File: config.mk
export PLATFORM = sky130hd
export DESIGN_NAME = ervp_mmio_wide_push
export DESIGN_NICKNAME = d
export VERILOG_FILES = /design/src/rtl/ervp_mmio_wide_push.sv
export SDC_FILE = /design/constraint.sdc
export NUM_CORES = 1
export LEC_CHECK = 0
export ABC_AREA = 1
export CORE_ASPECT_RATIO = 2
export CORE_MARGIN = 5
export CORE_UTILIZATION = 40
export CTS_CLUSTER_SIZE = 20
export DETAILED_ROUTE_END_ITERATION = 6
export PLACE_DENSITY_LB_ADDON = 0.12
export REMOVE_ABC_BUFFERS = 1
export SLEW_MARGIN = 10
export SYNTH_ARGS = -nofsm -noshare
export SYNTH_HDL_FRONTEND = slang
export SYNTH_SLANG_ARGS = --single-unit
File: constraint.sdc
create_clock -name clk -period 1 [get_ports clk]
set_input_delay 0.25 -clock clk [delete_from_list [all_inputs] [get_ports clk]]
set_output_delay 0.25 -clock clk [all_outputs]
set_load 0.02 [all_outputs]
File: src/rtl/ervp_mmio_wide_push.sv
// Packs consecutive MMIO writes into one wide word and hands it to a valid/ready consumer.
// One assembly buffer plus one output register lets software fill the next word during backpressure.
module ervp_mmio_wide_push #(
   parameter int BW_MMIO = 32,
   parameter int BW_WIDE_DATA = 32,
   parameter logic [BW_WIDE_DATA-1:0] DEFAULT_VALUE = '0,
   localparam int NUM_WORDS = (BW_WIDE_DATA + BW_MMIO - 1) / BW_MMIO,
   localparam int BW_INDEX = (NUM_WORDS > 1) ? $clog2(NUM_WORDS) : 1
) (
   input  logic                    clk,
   input  logic                    rst,
   input  logic                    clear,
   input  logic                    enable,
   input  logic                    mmio_we,
   input  logic [BW_MMIO-1:0]      mmio_wdata,
   input  logic                    mmio_re,
   output logic [BW_MMIO-1:0]      mmio_rdata,
   output logic                    wide_valid,
   input  logic                    wide_ready,
   output logic [BW_WIDE_DATA-1:0] wide_data,
   output logic [BW_INDEX-1:0]     word_index,
   output logic                    overflow
);

   localparam int BW_ASM = NUM_WORDS * BW_MMIO;
   localparam logic [BW_INDEX-1:0] LAST_SLOT = BW_INDEX'(NUM_WORDS - 1);

   typedef enum logic {FILL, FULL} state_t;

   state_t                  state, state_next;
   logic [BW_ASM-1:0]       asm_buf, asm_merged;
   logic [BW_INDEX-1:0]     word_index_next;
   logic [BW_WIDE_DATA-1:0] load_data;
   logic wr, out_free, accept, last_slot, asm_full;
   logic load, drop, asm_we;

   assign wr        = enable & mmio_we;
   assign accept    = wide_valid & wide_ready;
   assign out_free  = ~wide_valid | wide_ready;
   assign last_slot = (word_index == LAST_SLOT);
   assign asm_full  = (state == FULL);

   // Buffer contents as they would be with this cycle's write folded in.
   always_comb begin
      asm_merged = asm_buf;
      for (int i = 0; i < NUM_WORDS; i++)
         if (word_index == BW_INDEX'(i))
            asm_merged[i*BW_MMIO +: BW_MMIO] = mmio_wdata;
   end

   always_comb begin
      state_next      = state;
      word_index_next = word_index;
      load            = 1'b0;
      drop            = 1'b0;
      asm_we          = 1'b0;
      load_data       = asm_buf[BW_WIDE_DATA-1:0];
      case (state)
         FILL: begin
            if (wr) begin
               asm_we = 1'b1;
               if (last_slot) begin
                  word_index_next = '0;
                  if (out_free) begin
                     load      = 1'b1;
                     load_data = asm_merged[BW_WIDE_DATA-1:0];
                  end else begin
                     state_next = FULL;
                  end
               end else begin
                  word_index_next = word_index + BW_INDEX'(1);
               end
            end
         end
         FULL: begin
            // Writes stay dropped even in the cycle the held word drains.
            drop = wr;
            if (out_free) begin
               load       = 1'b1;
               state_next = FILL;
            end
         end
         default: state_next = FILL;
      endcase
   end

   always_ff @(posedge clk) begin
      if (rst || clear) begin
         state      <= FILL;
         word_index <= '0;
         asm_buf    <= BW_ASM'(DEFAULT_VALUE);
         wide_valid <= 1'b0;
         wide_data  <= DEFAULT_VALUE;
         overflow   <= 1'b0;
      end else begin
         state      <= state_next;
         word_index <= word_index_next;
         if (asm_we)
            asm_buf <= asm_merged;
         if (load) begin
            wide_valid <= 1'b1;
            wide_data  <= load_data;
         end else if (accept) begin
            wide_valid <= 1'b0;
         end
         if (drop)
            overflow <= 1'b1;
         else if (enable && mmio_re)
            overflow <= 1'b0;
      end
   end

   always_comb begin
      mmio_rdata                = '0;
      mmio_rdata[0]             = wide_valid;
      mmio_rdata[1]             = asm_full;
      mmio_rdata[2]             = overflow;
      mmio_rdata[3 +: BW_INDEX] = word_index;
   end

endmodule
==> flow_summary.json, run 1 <==
{
  "status": "finished with violations",
  "failed_checks": "setup timing",
  "nets": 581,
  "initialDrtViolationCount": 179,
  "synth-seq-area-share": 0.442,
  "grt_start_max_net_pins": 28,
  "final_max_slew_viol_count": 0,
  "static-leakage-power_nw": 2.33,
  "core_area_um2": 7490,
  "place.port_buffers": 75,
  "max-vdd-ir-drop_mv": 1.24,
  "post_route_cells_drive_above_1_share": 0.430,
  "num_rows": 45,
  "worst_slack_ns": -0.236,
  "path_class": "flip-flop to flip-flop",
  "final_util": 0.681,
  "mostFrequentLayoutCell": "inv_1",
  "synth-adder-area-share": 0,
  "tritoncts": "built",
  "clock_path_buffers": 2,
  "postPlaceCellArea_um2": 3870,
  "num_vias": 2785,
  "synth-seq-cells": 67,
  "h_tree_levels": 3,
  "post_synth_and_or_nand_nor_area_fraction": 0.216,
  "yosysUniqueCellTypes": 18,
  "clkLatencyLatePin_ns": 0.33,
  "synth_area_per_cell_um2": 6.98,
  "top_level_ports": 106,
  "synthToLayoutAreaGrowth_pct": 67.9,
  "worst_ep_arrival_time_ns": 1.45,
  "viasPerCell": 4.34,
  "grt_antenna_before_repair": 0,
  "routed_wirelength_um": 8070,
  "drt_pre_antenna_iters": 4,
  "synth.cell_area_um2": 3040,
  "setup.reg_to_reg.worst_slack_ns": -0.24,
  "largest_family_of_logic_cells_by_synthesized_area": "buffers and inverters",
  "power.density_nw_per_um2": 1400,
  "achievable-frequency_ghz": 0.809,
  "worst_clock_skew_ns": 0.00439,
  "cts.reportedPaths.clkPinSlew_ns": 0.05,
  "start_kind": "flip-flop",
  "grt_pass1_wl_um": 12600,
  "post_synth_mux_area_share": 0,
  "start_util": 0.405,
  "cts.sinks": 67,
  "cap_violations": 0,
  "grt.overflow.total": 0,
  "synthesis.instances": 435,
  "placed_cells": 600,
  "synth_compound_gate_area_share": 0.121,
  "antenna_cells_inserted": 0,
  "detailed_place_hpwl_um": 4670,
  "postRouteAntennaNets": 0,
  "worst_ep_required_time_ns": 1.22,
  "grt_setup_unrepaired": "yes",
  "place_congestion": 0.733,
  "worst_hold_path_type": "primary input to flip-flop",
  "vias_in_the_first_global_route": 2665,
  "dieArea_um2": 9540,
  "layoutNonFillerInstCount": 641,
  "cts_made_buffers": 9,
  "report.final.hold_viol_count": 0,
  "layout.filler_cells": 631,
  "ys_warn_count": 0,
  "final_cell_area_um2": 5100,
  "synth-xor-area-share": 0,
  "route.detailed.wl_per_inst_um": 12.6,
  "worst_setup_path_end_kind": "flip-flop",
  "crit_path_max_fanout": 8,
  "gr-usage-all-layers": 0.169,
  "fin_crit_sh": 1.24,
  "most_used_cells_in_the_layout_excluding_fill_and_tap_cells": "inv_1 (73), nand2_1 (66), buf_6 (43), nor2_1 (39)",
  "remaining_drc_errors": 0,
  "period_minus_slack_ns": 1.24,
  "clockRootBuffer": "clkbuf_16",
  "die_x_um": 71.6,
  "timing.final.setup_violations": 103,
  "height_of_the_chip_um": 133
}
-- flip-flops by register name, summed over array words and instances, names as in the netlist --
register,count
asm_buf,32
asm_full,1
overflow,1
wide_data,32
wide_valid,1
-- per-layer routing --
metal	routed length, um	GRT usage	part of all wire
met4	192	0.0690	0.024
met3	450	0.0604	0.056
met5	0	0	0
met2	4390	0.289	0.54
met1	3030	0.186	0.38
-- power by group --
group | internal, mW | total (mW) | switching, mW
Clock | 1.94 | 3.02 | 1.07
Combinational | 0.620 | 1.32 | 0.697
Sequential | 2.76 | 2.80 | 0.0417
Total | 5.33 | 7.13 | 1.81
-- Yosys cell counts --
cell / instances / area (um^2)
nand2_1: 112 / 420
nor2_1: 52 / 195
nand2_2: 2 / 12.5
nor2_4: 1 / 11.3
inv_4: 1 / 6.26
conb_1: 1 / 3.75
inv_2: 1 / 3.75
inv_1: 76 / 285
buf_6: 3 / 33.8
buf_4: 37 / 278
buf_2: 10 / 50.1
nor3_1: 1 / 5.00
a21oi_1: 23 / 115
a21oi_2: 10 / 87.6
nand3_1: 2 / 10.0
dfxtp_1: 67 / 1340
clkbuf_1: 3 / 11.3
o21ai_0: 33 / 165
-- cell type report --
cell class | instances | area, um^2 | area share
clock buffer | 15 | 288 | 0.0565
clock inverter | 1 | 5.00 | 0.000982
inverter | 78 | 313 | 0.0614
multi-input combinational | 266 | 1560 | 0.307
sequential | 67 | 1380 | 0.272
tap | 94 | 118 | 0.0231
timing repair buffer | 120 | 1430 | 0.280
-- path summary, 6_finish.rpt --
check	start	endpoint	cells past startpoint
worst min-delay path	mmio_we	overflow	3
worst min register to register	asm_buf[16]	asm_buf[16]	2
worst max register to register	asm_full	wide_data[0]	8
worst max-delay path	asm_full	wide_data[0]	8
-- kinds of logic after synthesis --
group / after synthesis
buffers and inverters: 131
AOI/OAI and AO/OA: 66
and+or+nand+nor: 170
other: 1
DFF: 67
-- stage by stage --
step           setup WS [ns]  power (mW)  hold slack (ns)  setup TNS, ns
2_1_floorplan          -1.50        3.31            0.396         -71.17
3_3_place_gp          -0.677        3.74            0.437         -45.57
3_5_place_dp          -0.724        3.74            0.442         -47.19
4_1_cts               -0.210        7.07            0.331         -11.93
5_1_grt               -0.300        7.47            0.370         -18.04
6_report              -0.236        7.13            0.345         -12.03
-- what timing repair did --
action,in CTS,in global routing
cloned,6,2
pin swaps,28,12
gates resized for setup,364,65
setup buffers,9,8
endpoints found under the setup margin,104,104
hold buffers,0,0
-- worst max-delay path, cell delays in order (launching register included) --
cell and delay, ns:
dfxtp_2 0.32, buf_6 0.12, nor2_4 0.09, buf_6 0.13, buf_12 0.12, buf_16 0.13, nand2_1 0.08, nand2_2 0.09
a21oi_2 0.05
(Power assumes the default switching activity.)
==> inputs of run 2 (changes only) <==
--- a/config.mk
+++ b/config.mk
@@ -7,8 +7,8 @@
 export LEC_CHECK = 0
 export ABC_AREA = 1
 export CORE_ASPECT_RATIO = 2
-export CORE_MARGIN = 5
-export CORE_UTILIZATION = 40
+export CORE_MARGIN = 2
+export CORE_UTILIZATION = 41
 export CTS_CLUSTER_SIZE = 20
 export DETAILED_ROUTE_END_ITERATION = 6
 export PLACE_DENSITY_LB_ADDON = 0.12
==> run 2 against run 1 <==
The flow still finishes with violations (setup timing). Clock skew decreased by 0.0010 ns. Fmax decreased by 0.27%. Non-clock buffer count decreased by 6. Total power about the same. Register-to-register slack about the same. Flip-flop and latch count unchanged. Sequential share of layout area increased by 1.4 points. Critical path type unchanged. Critical endpoint is now wide_data[13]. Largest cell class unchanged.
==> flow_summary.json, run 2 (synthesis gave the netlist of run 1 again) <==
{
  "status": "finished with violations",
  "crit_path_max_fanout": 5,
  "crit_path_top_delay_cell": "dfxtp_2",
  "worst_clock_skew_ns": 0.00335,
  "static-leakage-power_nw": 2.22,
  "timing.final.setup_violations": 101,
  "dieArea_um2": 8150,
  "grt_setup_unrepaired": "yes",
  "regArea_um2": 1390,
  "drt_pre_antenna_iters": 4,
  "crit_path_cell_trace": "buf_6 > nor2_4 > buf_12 > buf_8 > buf_8 > nand3_2 > nand2_2 > a21oi_2",
  "power.density_nw_per_um2": 1470,
  "place.port_buffers": 75,
  "nets": 576,
  "final.hold.worst_slack_ns": 0.344,
  "initialDrtViolationCount": 113,
  "report.final.hold_viol_count": 0,
  "gr-usage-all-layers": 0.192,
  "remaining_drc_errors": 0,
  "cts_made_buffers": 9,
  "worst_setup_path_end_kind": "flip-flop",
  "final_max_slew_viol_count": 0,
  "cpLargestDelayFamily": "buffers and inverters",
  "worst_hold_path_type": "primary input to flip-flop",
  "mostFrequentLayoutCell": "nand2_1",
  "post_route_cells_drive_above_1_share": 0.396,
  "most_used_cells_in_the_layout_excluding_fill_and_tap_cells": "nand2_1 (75), inv_1 (74), buf_6 (47), nor2_1 (45), clkdlybuf4s50_1 (34)",
  "height_of_the_chip_um": 126,
  "cap_violations": 0,
  "placed_cells": 600,
  "cell_type_with_the_highest_occurrence_count_on_the_critical_path": "buf_8",
  "worst_slack_ns": -0.239,
  "cts.sinks": 67,
  "grt.overflow.total": 0,
  "clockRootBuffer": "clkbuf_16",
  "max-vdd-ir-drop_mv": 0.999,
  "antenna_cells_inserted": 0,
  "route.detailed.wl_per_inst_um": 12.1,
  "routed_wirelength_um": 7620,
  "cts.reportedPaths.clkPinSlew_ns": 0.05,
  "finalPower_mw": 7.14,
  "start_util": 0.421,
  "detailed_place_hpwl_um": 4750,
  "viasPerCell": 4.40,
  "num_vias": 2779,
  "worst_ep_arrival_time_ns": 1.46,
  "multi_input_comb_area_um2": 1450,
  "vias_in_the_first_global_route": 2616,
  "top_level_ports": 106,
  "clkLatencyLatePin_ns": 0.33,
  "layoutNonFillerInstCount": 632,
  "clock_path_buffers": 2,
  "failed_checks": "setup timing",
  "start_kind": "flip-flop",
  "grt_start_max_net_pins": 27,
  "preCtsSetupSlack_ns": -0.691,
  "worst_ep_required_time_ns": 1.22,
  "h_tree_levels": 3,
  "path_class": "flip-flop to flip-flop",
  "cp_slowest_stage_delay_ns": 0.33,
  "grt_pass1_wl_um": 12000,
  "critPathBufInv": 4,
  "achievable-frequency_ghz": 0.807,
  "postRouteAntennaNets": 0,
  "die_x_um": 64.8,
  "layout.filler_cells": 594,
  "biggestRegsByFlops": "asm_buf: 32 flops, wide_data: 32 flops",
  "core_area_um2": 7210,
  "place_congestion": 0.768,
  "fin_setup_tns_ns": -12.53,
  "fin_crit_sh": 1.24,
  "num_rows": 44,
  "synthToLayoutAreaGrowth_pct": 60.5,
  "period_minus_slack_ns": 1.24,
  "grt_antenna_before_repair": 0,
  "tritoncts": "built"
}
-- run 2: changes by cell type in the layout (fill, tap and decap cells not counted), moves of 5 or more --
cell and delta:
nand2_1 +9, buf_4 -8, nor2_1 +6, o21ai_4 -6, buf_8 +5, nor2_4 -5
-- run 2: power breakdown --
group          internal (mW)  total (mW)  switching (mW)
clock network           2.10        3.15            1.05
registers               2.76        2.80          0.0425
logic                  0.543        1.19           0.645
total                   5.40        7.14            1.74
-- run 2: tightest hold or removal path, stage by stage --
cell           delay, ns
dlygate4sd2_1       0.25
nand3_1             0.07
a21oi_1             0.06
-- run 2: path summary, 6_finish.rpt --
kind / end / cells after the start / from / slack [ns]
max: wide_data[13] / 8 / asm_full / -0.24
min: overflow / 3 / mmio_we / 0.34
min reg2reg: asm_buf[27] / 2 / asm_buf[27] / 0.46
max reg2reg: wide_data[13] / 8 / asm_full / -0.24
-- run 2: metal layers --
layer  GRT usage  share of wire  vias to the layer above
li1            -              -                     1429
met1       0.198           0.37                     1264
met2       0.351           0.57                       75
met3      0.0473          0.042                       11
met4      0.0926          0.023                        0
met5           0              0                        -
-- run 2: stage by stage --
stage	cell area (um^2)	utilization
2_1_floorplan	2770	-
3_3_place_gp	3880	0.539
3_5_place_dp	3880	0.539
4_1_cts	4570	0.634
5_1_grt	4870	0.676
6_report	4870	0.676
-- run 2: timing repair --
action                                  4_1_cts  5_1_grt
gates resized for setup                     328       80
hold buffers                                  0        0
cloned                                        3        1
hold endpoints to repair                      0        0
pin swaps                                    11       10
endpoints found under the setup margin      102      104
setup buffers                                 9        6
-- run 2: cell type report --
| type | count | area share |
|---|---|---|
| Clock buffer | 12 | 0.0547 |
| Clock inverter | 2 | 0.00719 |
| Inverter | 78 | 0.0627 |
| Multi-Input combinational cell | 267 | 0.297 |
| Sequential cell | 67 | 0.285 |
| Tap cell | 92 | 0.0236 |
| Timing Repair Buffer | 114 | 0.270 |
==> inputs of run 3 (changes only) <==
--- a/config.mk
+++ b/config.mk
@@ -11,9 +11,10 @@
 export CORE_UTILIZATION = 41
 export CTS_CLUSTER_SIZE = 20
 export DETAILED_ROUTE_END_ITERATION = 6
-export PLACE_DENSITY_LB_ADDON = 0.12
+export PLACE_DENSITY_LB_ADDON = 0.15
 export REMOVE_ABC_BUFFERS = 1
-export SLEW_MARGIN = 10
+export SETUP_SLACK_MARGIN = 0.4
+export SLEW_MARGIN = 20
 export SYNTH_ARGS = -nofsm -noshare
 export SYNTH_HDL_FRONTEND = slang
 export SYNTH_SLANG_ARGS = --single-unit
==> run 3 against run 2 <==
The run still ends with setup timing left. Non-clock buffer count unchanged. Routed wire length up 4.0%. Count of clock-buffer cells in the layout unchanged. Sequential share of layout area increased by 0.30 points. Sequential power barely moved. Cell area down 0.85%. Fmax grew 1.2%. Die area unchanged. Flip-flop and latch count stayed put. Via count is 3.0% higher. Critical path depth decreased by 1. Clock power decreased by 12%. Highest routed layer unchanged.
==> flow_summary.json, run 3 (synthesis gave the netlist of run 1 again) <==
{
  "status": "finished with violations",
  "failed_checks": "setup timing",
  "p_comb_frac": 0.176,
  "grt_pass1_wl_um": 12100,
  "grt.overflow.total": 0,
  "viasPerCell": 4.52,
  "period_minus_slack_ns": 1.22,
  "postPlaceCellArea_um2": 3850,
  "grt_start_max_net_pins": 25,
  "most_used_cells_in_the_layout_excluding_fill_and_tap_cells": "nand2_1 (83), inv_1 (75), nor2_1 (50), buf_6 (46), clkdlybuf4s50_1 (33)",
  "r2r_worst_path_depth": 7,
  "clkLatencyLatePin_ns": 0.33,
  "cp_slowest_stage_delay_ns": 0.36,
  "worst_hold_path_type": "primary input to flip-flop",
  "power.density_nw_per_um2": 1400,
  "worst_hold_path.num_cells": 5,
  "post_cts_hold_buffer_count": 0,
  "finalPower_mw": 6.77,
  "core_area_um2": 7210,
  "path_class": "flip-flop to flip-flop",
  "start_kind": "flip-flop",
  "power_switching_share": 0.259,
  "detailed_place_hpwl_um": 4760,
  "dieArea_um2": 8150,
  "crit-reg2reg-launch": "asm_full",
  "route.detailed.wl_per_inst_um": 12.5,
  "clock_path_buffers": 2,
  "place_congestion": 0.771,
  "synthToLayoutAreaGrowth_pct": 59.2,
  "num_vias": 2861,
  "worst_setup_path_end_kind": "flip-flop",
  "final_max_slew_viol_count": 0,
  "height_of_the_chip_um": 126,
  "cap_violations": 0,
  "final_cell_area_um2": 4830,
  "mostFrequentLayoutCell": "nand2_1",
  "die_x_um": 64.8,
  "post_route_cells_drive_above_1_share": 0.362,
  "routed_wirelength_um": 7930,
  "final_util": 0.670,
  "setup.reg_to_reg.worst_slack_ns": -0.22,
  "antenna_cells_inserted": 0,
  "start_util": 0.421,
  "vias_in_the_first_global_route": 2647,
  "preCtsSetupSlack_ns": -0.680,
  "cell_type_with_the_highest_occurrence_count_on_the_critical_path": "nor2_1",
  "gr-usage-all-layers": 0.195,
  "share_seq_of_total_power": 0.413,
  "report.final.hold_viol_count": 0,
  "clockRootBuffer": "clkbuf_16",
  "worst_ep_arrival_time_ns": 1.43,
  "grt_antenna_before_repair": 0,
  "place.port_buffers": 75,
  "hold_path_startpoint": "rst",
  "crit_path_cell_trace": "nor2_4 > buf_6 > buf_12 > buf_4 > o21ai_2 > nor2_1 > nor2_1",
  "cell_internal_pwr_mw": 5.02,
  "achievable-frequency_ghz": 0.817,
  "fin_crit_sh": 1.22,
  "static-leakage-power_nw": 2.24,
  "cts.sinks": 67,
  "worst_ep_required_time_ns": 1.21,
  "worst_hold_endpoint": "overflow",
  "grt_setup_unrepaired": "yes",
  "biggestRegsByFlops": "asm_buf: 32 flops, wide_data: 32 flops",
  "power.switching_mw": 1.75,
  "crit_path_max_fanout": 5,
  "max-vdd-ir-drop_mv": 1.21,
  "top_level_ports": 106,
  "drt_pre_antenna_iters": 4,
  "num_rows": 44,
  "tritoncts": "built",
  "timing.final.setup_violations": 102,
  "postRouteAntennaNets": 0,
  "h_tree_levels": 3,
  "worst_clock_skew_ns": 0.00449,
  "remaining_drc_errors": 0,
  "initialDrtViolationCount": 163,
  "nets": 576,
  "r2r-end": "wide_data[25]",
  "worst_slack_ns": -0.224,
  "cts.reportedPaths.clkPinSlew_ns": 0.05,
  "cts_made_buffers": 9,
  "crit_path_top_delay_cell": "dfxtp_4",
  "clk_pwr_share": 0.411
}
==> run 3: metal layers <==
layer	global-route usage	part of all wire	vias up	wire, um
li1	-	-	1437	-
met3	0.0473	0.048	14	381
met1	0.192	0.35	1319	2770
met4	0.100	0.033	0	261
met5	0	0	-	0
met2	0.361	0.57	91	4510
==> run 3: power by group through the flow <==
stage | Combinational, mW | Sequential, mW | Clock, mW
floorplan | 0.422 | 2.89 | 0
global placement | 0.892 | 2.84 | 0
detailed placement | 0.901 | 2.84 | 0
CTS | 1.08 | 2.80 | 2.85
global route | 1.29 | 2.80 | 2.95
finish | 1.19 | 2.80 | 2.78
==> run 3: worst max-delay path, delay by kind of cell (launching register included) <==
kind | cells | cell delay, ns
compound gates | 1 | 0.05
simple gates | 3 | 0.27
flops | 1 | 0.36
buf+inv | 3 | 0.43
==> run 3: how the worst max path moves through the flow <==
stage,depth (start not counted),to,from
after detailed placement,8,wide_data[10],enable
after CTS,8,wide_data[20],asm_full
after floorplan,3,asm_full,clear
after global routing,8,wide_data[30],asm_full
after global placement,8,wide_data[27],enable
final,7,wide_data[25],asm_full
==> run 3: per-stage QoR <==
step	cells	hold WS, ns	TNS, ns
after global placement	597	0.434	-44.46
after detailed placement	597	0.443	-45.81
after CTS	623	0.342	-9.18
after global routing	633	0.362	-15.41
after floorplan	411	0.396	-71.17
final	633	0.351	-9.49
==> run 3: cell type report <==
cell class              instances  area, um^2
flip-flops and latches         67        1390
well taps                      92         115
inverters                      78         305
multi-input cells             267        1420
clock buffers                  12         246
repair buffers                114        1340
fillers                       615        2380
clock inverters                 3        15.0
==> run 3: what timing repair did <==
action / in CTS / in global routing
pin swaps: 16 / 14
cloned: 6 / 3
gates resized for setup: 341 / 47
setup buffers: 5 / 7
endpoints found under the setup margin: 104 / 104
